## config.mk

```make
export PLATFORM = sky130hd
export DESIGN_NAME = exu_muldiv
export DESIGN_NICKNAME = d
export VERILOG_FILES = /design/src/rtl/exu_muldiv.sv
export SDC_FILE = /design/constraint.sdc
export NUM_CORES = 1
export LEC_CHECK = 0
export ABC_CLOCK_PERIOD_IN_PS = 4000
export CORE_AREA = 3 3 229 231
export DETAILED_ROUTE_END_ITERATION = 12
export DIE_AREA = 0 0 232 234
export GPL_ROUTABILITY_DRIVEN = 0
export PLACE_DENSITY = 0.43
export SLEW_MARGIN = 10
export SYNTH_ARGS = -nofsm -noshare
export SYNTH_HDL_FRONTEND = slang
export SYNTH_SLANG_ARGS = --single-unit
```

## constraint.sdc

```tcl
create_clock -name clk -period 4 [get_ports clk]
set_input_delay 0.8 -clock clk [delete_from_list [all_inputs] [get_ports clk]]
set_output_delay 0.8 -clock clk [all_outputs]
set_load 0.005 [all_outputs]
```

## src/rtl/exu_muldiv.sv

```systemverilog
// exu_muldiv: iterative RV32M multiply/divide unit (shift-add multiply, restoring divide).
// Define MULDIV_FAST_MUL_EN to compute multiplies with a single-cycle combinational product.
module exu_muldiv #(
    parameter int XLEN = 32
) (
    input  logic            clk,
    input  logic            rst_n,
    input  logic            req_valid_i,
    output logic            req_ready_o,
    input  logic [2:0]      funct3_i,
    input  logic [4:0]      rd_i,
    input  logic [XLEN-1:0] rs1_i,
    input  logic [XLEN-1:0] rs2_i,
    input  logic            flush_i,
    output logic            hold_o,
    output logic            resp_valid_o,
    output logic [4:0]      resp_rd_o,
    output logic [XLEN-1:0] resp_data_o
);
    localparam int CW = $clog2(XLEN) + 1;
    localparam int W2 = 2 * XLEN;

    typedef enum logic [1:0] {IDLE, CALC, DONE} state_e;

    state_e            state_q, state_d;
    logic [CW-1:0]     cnt_q, cnt_d;
    logic [2:0]        op_q, op_d;
    logic [4:0]        rd_q, rd_d;
    logic [XLEN-1:0]   b_q, b_d;
    logic [W2-1:0]     acc_q, acc_d;
    logic              neg_q, neg_d;
    logic              spc_q, spc_d;
    logic              resp_valid_q, resp_valid_d;
    logic [4:0]        resp_rd_q, resp_rd_d;
    logic [XLEN-1:0]   resp_data_q, resp_data_d;

    logic              is_div, s1, s2, sgn1, sgn2, div0, ovf, spc;
    logic [XLEN-1:0]   mag1, mag2, spc_res, quo, rmd, res;
    logic [XLEN:0]     mul_sum, div_rem, div_try;
    logic [W2-1:0]     prod;

    assign is_div  = funct3_i[2];
    assign s1      = funct3_i == 3'b001 || funct3_i == 3'b010 || (is_div && !funct3_i[0]);
    assign s2      = funct3_i == 3'b001 || (is_div && !funct3_i[0]);
    assign sgn1    = s1 && rs1_i[XLEN-1];
    assign sgn2    = s2 && rs2_i[XLEN-1];
    assign mag1    = sgn1 ? -rs1_i : rs1_i;
    assign mag2    = sgn2 ? -rs2_i : rs2_i;
    assign div0    = is_div && rs2_i == '0;
    assign ovf     = is_div && !funct3_i[0] && rs1_i == {1'b1, {(XLEN-1){1'b0}}} && rs2_i == '1;
    assign spc     = div0 || ovf;
    assign spc_res = div0 ? (funct3_i[1] ? rs1_i : '1) : (funct3_i[1] ? '0 : rs1_i);

    // acc holds {high partial, multiplier} for multiply and {remainder, quotient} for divide
    assign mul_sum = {1'b0, acc_q[W2-1:XLEN]} + (acc_q[0] ? {1'b0, b_q} : '0);
    assign div_rem = acc_q[W2-1:XLEN-1];
    assign div_try = div_rem - {1'b0, b_q};

    assign prod = neg_q ? -acc_q : acc_q;
    assign quo  = neg_q ? -acc_q[XLEN-1:0] : acc_q[XLEN-1:0];
    assign rmd  = neg_q ? -acc_q[W2-1:XLEN] : acc_q[W2-1:XLEN];
    assign res  = spc_q ? acc_q[XLEN-1:0] :
                  !op_q[2] ? (op_q[1:0] == 2'b00 ? prod[XLEN-1:0] : prod[W2-1:XLEN]) :
                  op_q[1] ? rmd : quo;

    always_comb begin
        state_d      = state_q;
        cnt_d        = cnt_q;
        op_d         = op_q;
        rd_d         = rd_q;
        b_d          = b_q;
        acc_d        = acc_q;
        neg_d        = neg_q;
        spc_d        = spc_q;
        resp_valid_d = 1'b0;
        resp_rd_d    = resp_rd_q;
        resp_data_d  = resp_data_q;
        if (flush_i) begin
            state_d = IDLE;
        end else if (state_q == IDLE) begin
            if (req_valid_i) begin
                op_d    = funct3_i;
                rd_d    = rd_i;
                b_d     = mag2;
                neg_d   = (is_div && funct3_i[1]) ? sgn1 : sgn1 ^ sgn2;
                spc_d   = spc;
                acc_d   = {{XLEN{1'b0}}, spc ? spc_res : mag1};
                cnt_d   = spc ? '0 : CW'(XLEN);
                state_d = spc ? DONE : CALC;
            end
        end else if (state_q == CALC) begin
`ifdef MULDIV_FAST_MUL_EN
            if (!op_q[2]) begin
                acc_d   = W2'(acc_q[XLEN-1:0]) * W2'(b_q);
                cnt_d   = '0;
                state_d = DONE;
            end else
`endif
            begin
                acc_d   = op_q[2] ? (div_try[XLEN] ? {acc_q[W2-2:0], 1'b0}
                                                   : {div_try[XLEN-1:0], acc_q[XLEN-2:0], 1'b1})
                                  : {mul_sum, acc_q[XLEN-1:1]};
                cnt_d   = cnt_q - CW'(1);
                state_d = cnt_q == CW'(1) ? DONE : CALC;
            end
        end else begin
            state_d      = IDLE;
            resp_valid_d = 1'b1;
            resp_rd_d    = rd_q;
            resp_data_d  = res;
        end
    end

    always_ff @(posedge clk or negedge rst_n) begin
        if (!rst_n) begin
            state_q      <= IDLE;
            cnt_q        <= '0;
            op_q         <= '0;
            rd_q         <= '0;
            b_q          <= '0;
            acc_q        <= '0;
            neg_q        <= 1'b0;
            spc_q        <= 1'b0;
            resp_valid_q <= 1'b0;
            resp_rd_q    <= '0;
            resp_data_q  <= '0;
        end else begin
            state_q      <= state_d;
            cnt_q        <= cnt_d;
            op_q         <= op_d;
            rd_q         <= rd_d;
            b_q          <= b_d;
            acc_q        <= acc_d;
            neg_q        <= neg_d;
            spc_q        <= spc_d;
            resp_valid_q <= resp_valid_d;
            resp_rd_q    <= resp_rd_d;
            resp_data_q  <= resp_data_d;
        end
    end

    assign req_ready_o  = state_q == IDLE;
    assign hold_o       = state_q == CALC || (state_q == IDLE && req_valid_i && !flush_i);
    assign resp_valid_o = resp_valid_q && !flush_i;
    assign resp_rd_o    = resp_rd_q;
    assign resp_data_o  = resp_data_q;
endmodule
```

==> out/qor.txt <==
Status - complete, no violations
Worst slack, placed - -0.005088 ns
Final WL - 63370 um
Data arrival time of the worst path - 4.16 ns
Die Area - 0.05429 sq mm
Row cnt - 82
Worst Setup Start Kind - flop
Residual DRC - 0
Routed wire length per instance - 22.35 um
Top-area cell type share of the netlist area - 25.05%
Post-Syn Instances - 2011
Mean area per synthesized cell - 7.551 sq um
Layout area overhead - 20.60%
Worst-Margin Slew - 0.8856 ns
HPWL Detailed - 48690 um
Ys async rst share - 100.0%
Share of layout cells above drive strength 1 - 10.72%
Root Buffer - clkbuf_16
Cell variety after synth - 87
WP buf/inv - 0
Synthesized area - 0.01518 sq mm
Placed cell areas - 0.01772 sq mm
WP data required - 4.39 ns
Hold WS - 0.3166 ns
Max Cap Viol - 0
GR Util All Layers - 23.29%
Area leader, netlist - dfrtp_1
Initial Utilization - 30.20%
TritonCTS Buffers - 17
Slowest CP cell - or3_1
Initial antenna violation count - 0
Vias/cell - 5.583
HP Class - in -> async
Final worst setup slack - 0.2333 ns
Htree depth - 4
Fin. Hold Viols - 0
Crit path largest cell delay - 0.60 ns
Final Critical Period - 3.767 ns
Syn Nets - 2160
Dpl cells - 2804
Synth area leaders - dfrtp_1 (25%), o21ai_0 (6.6%), nand2_1 (5.9%)
Clk_skew - 0.01102 ns
Leakage power - 0.007861 uW
Crit end category - flop
Post-CTS Setup Inserts - 0
Final setup violating endpoints - 0
# IOs - 116
Number of global-route vias before repair - 15591
Top_reg_cell synth - dfrtp_1
Slew headroom - 39.43%
Reg clk slew, reported paths - 0.07 ns
Fin cells - 2836
CTS tree - yes
Routed via count - 15832
Synthesis-stage register bit count - 152
DRT antenna net count - 0
Unrepaired setup endpoints after global routing - no
Worst setup path class - reg -> reg
ANT cells - 0
Global-route wire length before repair - 96430 um
Post-synth EDFFs - 0
CP max FO - 12
Chip Width - 232 um
Peak supply drop - 0.3047 mV
Layout net count - 2300
Final cell area excluding filler cells - 0.01831 sq mm
Largest net degree at the start of global routing - 90
Final slew viol count - 0
CP Cell Sequence - or3_1 > or3_1 > nor4_4 > nand2_1 > o21ai_0 > nand2_1 > xor2_1 > a21oi_1 > nor3_1
Final TNS setup - 0 ns
DR pass1 iterations - 5
Die H - 234 um
Total grt overflow - 0
Clk buf depth - 2
Worst path top cell family by delay - simple AND/OR/NAND/NOR gates
Ys Warns - 0
Initial drt markers - 1252
Number of port buffers - 115
Final period utilization - 94.17%
Core Box Area - 0.05027 sq mm
Worst-skew pair later-pin latency - 0.48 ns
Fmax - 265.5 MHz
Sequential fraction of the synthesis area - 25.05%
PD cells - 669.0 mW/mm^2
Clock sinks - 152
## Yosys cell counts, types with 11 or more instances
| library cell | n |
|---|---|
| or3_1 | 29 |
| nor3_1 | 49 |
| a31oi_1 | 45 |
| o31ai_1 | 27 |
| nand4_1 | 22 |
| nand2b_1 | 17 |
| a22oi_1 | 19 |
| ha_1 | 71 |
| o221ai_1 | 11 |
| o22ai_1 | 13 |
| a21o_1 | 33 |
| dfrtp_1 | 152 |
| a221oi_1 | 11 |
| nand3b_1 | 23 |
| nor2_1 | 176 |
| xor2_1 | 86 |
| mux2i_1 | 42 |
| xnor2_1 | 101 |
| nand2_1 | 237 |
| a211oi_1 | 16 |
| nand3_1 | 27 |
| o21ai_1 | 16 |
| inv_1 | 64 |
| nor4_1 | 19 |
| a21oi_1 | 167 |
| clkbuf_1 | 114 |
| and3_1 | 24 |
| o21ai_0 | 200 |
## final cells by class
class | count | area, sq um
Sequential cell | 152 | 3806
Fill cell | 5413 | 31960
Multi-Input combinational cell | 1655 | 10540
Clock inverter | 12 | 126.4
Inverter | 66 | 247.7
Clock buffer | 20 | 456.7
Tap cell | 672 | 840.8
Timing Repair Buffer | 259 | 2296
## worst register-to-register path, stage by stage, from the launching register on
cell and delay, ns:
dfrtp_1 0.49, or3_1 0.56, or3_1 0.60, nor4_4 0.47, nand2_1 0.46, o21ai_0 0.42, nand2_1 0.11, xor2_1 0.25
a21oi_1 0.10, nor3_1 0.22
## registers in the layout, summed over array words and instances, names as in the netlist
| signal | flops |
|---|---|
| state_q | 2 |
| resp_valid_q | 1 |
| acc_q | 64 |
| rd_q | 5 |
| spc_q | 1 |
| resp_data_o | 32 |
| cnt_q | 6 |
| op_q | 3 |
| resp_rd_o | 5 |
| b_q | 32 |
| neg_q | 1 |
## layer usage
layer | wire [um] | track usage [%] | share of wire [%]
met1 | 30100 | 33.11 | 47
met2 | 27770 | 35.71 | 44
met3 | 3756 | 4.300 | 5.9
met4 | 1741 | 7.262 | 2.7
met5 | 0 | 0 | 0
## where the power goes
group / internal [uW] / total, uW / switching [uW]
Clock: 945 / 1700 / 755
Sequential: 2050 / 2590 / 539
Combinational: 3250 / 7960 / 4720
Total: 6240 / 12300 / 6010
## what timing repair did
item,4_1_cts,5_1_grt
hold buffers,0,0
setup endpoints to repair,0,1
resized for setup,0,1
## worst paths after layout
check                      startpoint  slack [ns]  depth (start not counted)         endpoint
setup / recovery             acc_q[7]        0.23                          9  resp_data_o[27]
hold / removal                  rst_n        0.32                          1  resp_data_o[29]
setup reg to reg             acc_q[7]        0.23                          9  resp_data_o[27]
hold reg to reg               rd_q[3]        0.47                          2     resp_rd_o[3]
max in group asynchronous       rst_n        2.69                          2         acc_q[0]
min in group clk              rd_q[3]        0.47                          2     resp_rd_o[3]
## kinds of logic (layout without fill, tap and decap cells)
| logic type | after synthesis | after routing | synth area share, % |
|---|---|---|---|
| xor+xnor | 187 | 187 | 10.79 |
| buf+inv | 204 | 357 | 5.702 |
| flops | 152 | 152 | 25.05 |
| fa+ha+maj | 73 | 73 | 6.114 |
| simple gates | 696 | 696 | 22.62 |
| compound gates | 649 | 649 | 26.37 |
| mux | 50 | 50 | 3.362 |
## cell usage in the layout (no fill, tap or decap), drive strengths merged, types with 23 or more instances in the layout
| master | instances |
|---|---|
| or3 | 30 |
| a21oi | 167 |
| mux2i | 42 |
| and3 | 25 |
| clkdlybuf4s50 | 114 |
| a31oi | 45 |
| a21o | 33 |
| nand3b | 23 |
| o21ai | 217 |
| inv | 64 |
| nand3 | 28 |
| xor2 | 86 |
| ha | 71 |
| buf | 145 |
| o31ai | 27 |
| nand2 | 237 |
| dfrtp | 152 |
| nor2 | 178 |
| xnor2 | 101 |
| nor3 | 50 |
## metrics by stage
| stage | total power [uW] | util [%] |
|---|---|---|
| after floorplan | 7490 | - |
| after global placement | 10460 | 35.26 |
| after detailed placement | 10440 | 35.26 |
| after CTS | 12210 | 36.42 |
| after global routing | 13170 | 36.43 |
| final | 12250 | 36.43 |
No activity file was read; power rests on OpenSTA's default activity.
